===== src/rtl/skip_pkg.sv =====
// Shared types and helpers for the skip-mask receiver.
// State encoding, default frame length, count width.
package skip_pkg;

  typedef enum logic [1:0] {
    SEARCH,
    ACQ,
    LOCK
  } state_t;

  localparam int LEN_DEF = 16;

  function automatic int cw_of(input int len);
    return $clog2(len + 1);
  endfunction

endpackage


===== src/rtl/skipmask_rx_if.sv =====
// Output bus of the skip-mask receiver.
// Mask publish with valid/ready plus lock/error status.
interface skipmask_rx_if
  import skip_pkg::*;
#(
  parameter int LEN = LEN_DEF
) ();

  localparam int CW = cw_of(LEN);

  logic [LEN-1:0] oMASK;
  logic           oVALID;
  logic           iREADY;
  logic [CW-1:0]  oSKIPS;
  logic           oLOCK;
  logic           oERR;

  modport master (
    output oMASK,
    output oVALID,
    input  iREADY,
    output oSKIPS,
    output oLOCK,
    output oERR
  );

  modport slave (
    input  oMASK,
    input  oVALID,
    output iREADY,
    input  oSKIPS,
    input  oLOCK,
    input  oERR
  );

endinterface


===== src/rtl/skip_popcnt.sv =====
// Combinational popcount of a LEN-bit word.
// Feeds the registered skip count.
module skip_popcnt
  import skip_pkg::*;
#(
  parameter int LEN = LEN_DEF,
  parameter int CW  = cw_of(LEN)
) (
  input  logic [LEN-1:0] d,
  output logic [CW-1:0]  cnt
);

  // sum the set bits
  always_comb begin
    cnt = '0;
    for (int i = 0; i < LEN; i++) begin
      cnt = cnt + CW'(d[i]);
    end
  end

endmodule


===== src/rtl/skipmask_rx.sv =====
// Recovers the skip mask from the ring's slot stream.
// Qualifies it over identical frames, publishes via valid/ready.
module skipmask_rx
  import skip_pkg::*;
#(
  parameter int LEN     = LEN_DEF,
  parameter int LOCKCNT = 3,
  parameter int CW      = cw_of(LEN)
) (
  input  logic iCLK,
  input  logic nRST,
  input  logic E,
  input  logic iB0,
  input  logic iP,
  skipmask_rx_if.master bus
);

  localparam int IW = $clog2(LEN);
  localparam int MW = $clog2(LOCKCNT + 2);
  localparam logic [IW-1:0] LAST = IW'(LEN - 1);
  localparam logic [MW-1:0] MLK  = MW'(LOCKCNT);

  state_t         st, st_n;
  logic [IW-1:0]  idx, idx_n;
  logic [LEN-1:0] cap, cap_n;
  logic [LEN-1:0] prev, prev_n;
  logic [LEN-1:0] cand;
  logic [MW-1:0]  m, m_n, mi;
  logic           pub, drop, err_n;
  logic [CW-1:0]  pc;

  logic [LEN-1:0] mask_q;
  logic [CW-1:0]  skips_q;
  logic           valid_q, lock_q, err_q;

  assign bus.oMASK  = mask_q;
  assign bus.oSKIPS = skips_q;
  assign bus.oVALID = valid_q;
  assign bus.oLOCK  = lock_q;
  assign bus.oERR   = err_q;

  // candidate frame: capture with the current slot merged in
  always_comb begin
    cand      = cap;
    cand[idx] = ~iP;
  end

  skip_popcnt #(
    .LEN (LEN),
    .CW  (CW)
  ) u_pc (
    .d   (cand),
    .cnt (pc)
  );

  // next state: capture, framing checks, qualification
  always_comb begin
    st_n   = st;
    idx_n  = idx;
    cap_n  = cap;
    prev_n = prev;
    m_n    = m;
    mi     = m;
    pub    = 1'b0;
    drop   = 1'b0;
    err_n  = 1'b0;
    if (E) begin
      unique case (st)
        SEARCH: begin
          if (iB0) begin
            cap_n[0] = ~iP;
            idx_n    = IW'(1);
            m_n      = '0;
            st_n     = ACQ;
          end
        end
        default: begin
          if (iB0 && idx != '0) begin
            err_n    = 1'b1;
            drop     = 1'b1;
            m_n      = '0;
            cap_n[0] = ~iP;
            idx_n    = IW'(1);
            st_n     = ACQ;
          end else if (!iB0 && idx == '0) begin
            err_n = 1'b1;
            drop  = 1'b1;
            cap_n = '0;
            st_n  = SEARCH;
          end else begin
            cap_n = cand;
            idx_n = (idx == LAST) ? '0 : idx + IW'(1);
            if (idx == LAST) begin
              if (st == ACQ) begin
                if (m == '0 || cand != prev) begin
                  prev_n = cand;
                  mi     = MW'(1);
                end else begin
                  mi = m + MW'(1);
                end
                m_n = mi;
                if (mi >= MLK) begin
                  pub  = 1'b1;
                  st_n = LOCK;
                end
              end else if (cand != mask_q) begin
                err_n  = 1'b1;
                drop   = 1'b1;
                prev_n = cand;
                m_n    = MW'(1);
                st_n   = ACQ;
              end
            end
          end
        end
      endcase
    end
  end

  // receiver state registers
  always_ff @(posedge iCLK or negedge nRST) begin
    if (!nRST) begin
      st   <= SEARCH;
      idx  <= '0;
      cap  <= '0;
      prev <= '0;
      m    <= '0;
    end else begin
      st   <= st_n;
      idx  <= idx_n;
      cap  <= cap_n;
      prev <= prev_n;
      m    <= m_n;
    end
  end

  // publish, handshake and status outputs
  always_ff @(posedge iCLK or negedge nRST) begin
    if (!nRST) begin
      mask_q  <= '0;
      skips_q <= '0;
      valid_q <= 1'b0;
      lock_q  <= 1'b0;
      err_q   <= 1'b0;
    end else begin
      err_q <= err_n;
      if (pub) begin
        mask_q  <= cand;
        skips_q <= pc;
        valid_q <= 1'b1;
        lock_q  <= 1'b1;
      end else begin
        if (valid_q && bus.iREADY) valid_q <= 1'b0;
        if (drop) lock_q <= 1'b0;
      end
    end
  end

endmodule


===== src/flat_wrapper.sv =====
// flat-port wrapper written by rule: the top's interface ports become plain ports
module skipmask_rx_flat import skip_pkg::*;
#(
  parameter int LEN     = LEN_DEF,
  parameter int LOCKCNT = 3,
  parameter int CW      = cw_of(LEN)
)
  (iCLK, nRST, E, iB0, iP, bus_oMASK, bus_oVALID, bus_iREADY, bus_oSKIPS, bus_oLOCK, bus_oERR);
  skipmask_rx_if #(.LEN(LEN)) bus_i ();
  input  logic iCLK;
  input  logic nRST;
  input  logic E;
  input  logic iB0;
  input  logic iP;
  output wire logic [$bits(bus_i.oMASK)-1:0] bus_oMASK;
  output wire logic [$bits(bus_i.oVALID)-1:0] bus_oVALID;
  input wire logic [$bits(bus_i.iREADY)-1:0] bus_iREADY;
  output wire logic [$bits(bus_i.oSKIPS)-1:0] bus_oSKIPS;
  output wire logic [$bits(bus_i.oLOCK)-1:0] bus_oLOCK;
  output wire logic [$bits(bus_i.oERR)-1:0] bus_oERR;
  assign bus_oMASK = bus_i.oMASK;
  assign bus_oVALID = bus_i.oVALID;
  assign bus_i.iREADY = bus_iREADY;
  assign bus_oSKIPS = bus_i.oSKIPS;
  assign bus_oLOCK = bus_i.oLOCK;
  assign bus_oERR = bus_i.oERR;
  skipmask_rx #(.LEN(LEN), .LOCKCNT(LOCKCNT), .CW(CW)) u_core (.iCLK(iCLK), .nRST(nRST), .E(E), .iB0(iB0), .iP(iP), .bus(bus_i));
endmodule

===== config.mk =====
export PLATFORM = sky130hd
export DESIGN_NAME = skipmask_rx_flat
export DESIGN_NICKNAME = d
export VERILOG_FILES = /design/src/rtl/skip_pkg.sv /design/src/rtl/skipmask_rx_if.sv /design/src/rtl/skip_popcnt.sv /design/src/rtl/skipmask_rx.sv /design/src/flat_wrapper.sv
export SDC_FILE = /design/constraint.sdc
export NUM_CORES = 1
export LEC_CHECK = 0
export ABC_AREA = 0
export BUFFER_PORTS_ARGS = -buffer_cell sky130_fd_sc_hd__buf_4
export CORE_MARGIN = 1
export CORE_UTILIZATION = 46
export DETAILED_ROUTE_END_ITERATION = 7
export GPL_ROUTABILITY_DRIVEN = 1
export PLACE_DENSITY_LB_ADDON = 0.15
export SLEW_MARGIN = 15
export SYNTH_ARGS = -nofsm -noshare
export SYNTH_HDL_FRONTEND = slang
export SYNTH_HIERARCHICAL = 1
export SYNTH_SLANG_ARGS = --single-unit
export TNS_END_PERCENT = 50

===== constraint.sdc =====
create_clock -name iCLK -period 13.5 [get_ports iCLK]
set_input_delay 2.7 -clock iCLK [delete_from_list [all_inputs] [get_ports iCLK]]
set_output_delay 2.7 -clock iCLK [all_outputs]
set_load 0.05 [all_outputs]

==> results by group <==
Clocking
  • Max clock buf depth: 2
  • Clock Sinks: 65
  • Post-CTS resize count: 0
  • H-tree lvl count: 3
  • Clk Latency, worst-skew pair: roughly 0.35 ns
  • Root Buffer: clkbuf_8
  • Postcts setup bufs: 0
  • Cts bufs inserted: 9
  • CTS tree: yes
  • Hold-fix buffers, CTS: 0
  • CTS clock-pin slew for the worst setup and hold paths: approximately 0.08 ns

Hold path
  • Worst Hold End: u_core/bus.oVALID
  • Hold_sp: u_core/bus.oVALID
  • Class of the worst hold path: reg2reg
  • Hold-critical path depth: 1

Detailed routing
  • Post-route DRC: 0
  • DR WL/cell: about 20 um
  • WL final: between 10000 and 15000 um
  • Vias/cell: 5.92
  • Antenna Nets Post-Route: 0
  • Total vias in the final route: 3517
  • Pre-antenna DRT Iters: 6
  • DRT iter0 DRCs: between 300 and 400

Synth
  • Cell area after synthesis: approximately 4500 um^2
  • Post-synth top area share: 0.365
  • Register area share after synthesis: 0.365
  • Commonest cells in the netlist: dfrtp_1 (65), inv_1 (56), mux2_1 (25)
  • Async SR Flop Fraction: 1.00
  • Most frequent cell after synthesis: dfrtp_1
  • Synth warn: 6
  • EDFF count, synth: 0
  • Synth Instances: about 440
  • Top cells by area, synth: dfrtp_1 (37%), mux2_1 (6.3%), inv_1 (4.7%)
  • Synth Area per Inst: roughly 10 um^2
  • Number of synthesized register bits: 65
  • Cell taking the most area after synthesis: dfrtp_1
  • Ys flop type: dfrtp_1
  • Yosys cell types: 69
  • Syn nets: between 400 and 500

Run status
  • Outcome: finished clean

Setup path
  • R2R Path Start: u_core/idx[0]
  • R2r endpoint: u_core/bus.oSKIPS[2]
  • CP startpoint kind: input pin
  • Worst path slowest cell: fa_1
  • CP bufs+invs: 5
  • CP most frequent cell: fa_1
  • Worst reg2reg path depth: 16
  • Critical path class: in2reg
  • Worst Setup End Kind: flop
  • Crit path DAT: 6.91 ns
  • CP peak stage delay: about 0.54 ns
  • Worst R2R Setup Slack: 8.20 ns
  • Crit-path cells: buf_4 -> inv_1 -> mux2_2 -> inv_1 -> fa_1 -> fa_1 -> fa_1 -> fa_1 -> inv_1 -> ha_1 -> inv_1 -> fa_1 -> xnor2_1 -> mux2_1
  • CP Data Required Time: between 10 and 15 ns
  • Crit Path Max Fanout: 30
  • Family with the most delay on the worst path: adder cells

Floorplanning
  • Die Height: between 100 and 150 um
  • Die width: about 100 um
  • I/O pins: 30
  • CORE AREA: roughly 9300 um^2
  • Initial Util: 0.478
  • Die area: roughly 10000 um^2
  • Site Rows: 35

GRT
  • First-pass GRT wire length: between 15000 and 20000 um
  • Largest net degree at the start of global routing: 66
  • GRT Total Usage: 0.253
  • Initial antenna violation count: 0
  • Grt total ovfl: 0
  • Vias in the first global route: ~3500

STA
  • Final setup vio count: 0
  • Post-layout min period: 6.67 ns
  • Hold Fails Final Rpt: 0
  • Fin crit share: 0.494
  • Worst Skew: roughly 0.012 ns
  • Sum of negative setup slack: 0 ns
  • Worst slew pin tran: 0.952 ns
  • Relative slew slack: 0.360
  • Final Max Tran Viols: 0
  • Final hold slack: a little under 0.5 ns
  • F_max: 0.150 GHz
  • RSZ-0062 raised after global routing: no

Layout
  • Layout cells sized above 1: 0.161
  • Antenna diodes: 0
  • Fillcell total: slightly below 900
  • Design area: 5000 um^2
  • Footprint of the multi-input gates: between 2000 and 3000 um^2
  • Final cell count without fillers: around 590
  • Layout Nets: 489
  • Layout area overhead: 12.2%
  • FF+latch area: about 1600 um^2

Placed design
  • Inst Count DP: roughly 580
  • I/O Buffers: 29
  • RD Place Congestion: roughly 0.94
  • Area after DPL: roughly 4800 um^2
  • Hpwl dp: roughly 8400 um

Pwr
  • Peak supply drop: around 0.18 mV
  • Lkg Pwr: ~2.4 nW
  • Cell Pwr Density: around 200 nW/um^2
  • PnR Total Power: between 0.001 and 0.0015 W

Flow run
  • Max-Cap Viols: 0
[state kept, by name (all words and copies together) (netlist names)]
name,count
u_core/bus.oMASK,16
u_core/cap,16
u_core/prev,16
u_core/bus.oSKIPS,5
u_core/idx,4
u_core/m,3
u_core/st,2
u_core/bus.oERR,1
u_core/bus.oLOCK,1
u_core/bus.oVALID,1
[cells by family (layout without fill, tap and decap cells)]
group | after synthesis | in the layout | synth area share
adder cells (fa/ha/maj) | 23 | 23 | 0.0814
XOR/XNOR | 26 | 26 | 0.0511
flip-flops | 65 | 65 | 0.365
AO/OA/AOI/OAI | 98 | 98 | 0.166
AND/OR/NAND/NOR | 95 | 95 | 0.131
buffers and inverters | 76 | 105 | 0.0719
multiplexers | 53 | 53 | 0.134
[worst register-to-register path: stages (launching register included)]
cell and delay (ns):
dfrtp_1 0.43, inv_1 0.14, ha_1 0.36, nor3b_4 0.40
inv_1 0.19, o21ai_0 0.37, inv_1 0.12, fa_1 0.64
fa_1 0.46, fa_1 0.54, fa_1 0.42, inv_1 0.07
ha_1 0.15, inv_1 0.05, fa_1 0.40, xnor2_1 0.15
mux2_1 0.29
[worst max-delay path by stage]
stage	end	start	cells after the start	slack [ns]
finish	u_core/bus.oSKIPS[2]	iP	14	6.83
detailed placement	u_core/bus.oSKIPS[2]	iP	14	6.47
global placement	u_core/bus.oSKIPS[2]	iP	14	6.53
floorplan	u_core/bus.oSKIPS[2]	iP	15	6.83
global route	u_core/bus.oSKIPS[2]	iP	14	6.68
CTS	u_core/bus.oSKIPS[2]	iP	14	6.83
[per-stage QoR]
stage | setup WS [ns] | util
4_1_cts | 6.83 | 0.536
6_report | 6.83 | 0.536
2_1_floorplan | 6.83 | -
5_1_grt | 6.68 | 0.536
3_3_place_gp | 6.53 | 0.510
3_5_place_dp | 6.47 | 0.510
[layer usage]
layer,wire [um],global-route usage,vias up
met5,0,0,-
met3,709,0.0390,24
met4,303,0.0981,0
li1,-,-,1609
met1,5440,0.361,1745
met2,5260,0.385,139
[power by group]
group          switching (W)  internal [W]  leakage, nW
Clock              0.0000825      0.000124        0.121
Combinational       0.000335      0.000227         1.37
Sequential         0.0000294      0.000221        0.881
[area by class of cell]
type,count,area share
clock buffer,10,0.0255
clock inverter,6,0.0233
inverter,56,0.0421
multi-input combinational,295,0.502
sequential,65,0.325
tap,129,0.0323
timing repair buffer,33,0.0496
[cell usage in the layout, fill, tap and decap left out, types with 10 or more instances in the layout]
cell / Yosys / routed
dfrtp_1: 65 / 65
inv_1: 56 / 56
buf_4: 2 / 33
mux2_1: 25 / 25
nand2_1: 20 / 20
a22o_1: 19 / 19
o21ai_0: 17 / 17
nor2_1: 16 / 16
mux2_2: 15 / 15
xnor2_1: 14 / 14
ha_1: 13 / 13
xor2_1: 12 / 12
mux2i_1: 11 / 11
nand3_1: 10 / 10
fa_1: 10 / 10
(Power assumes the default switching activity.)
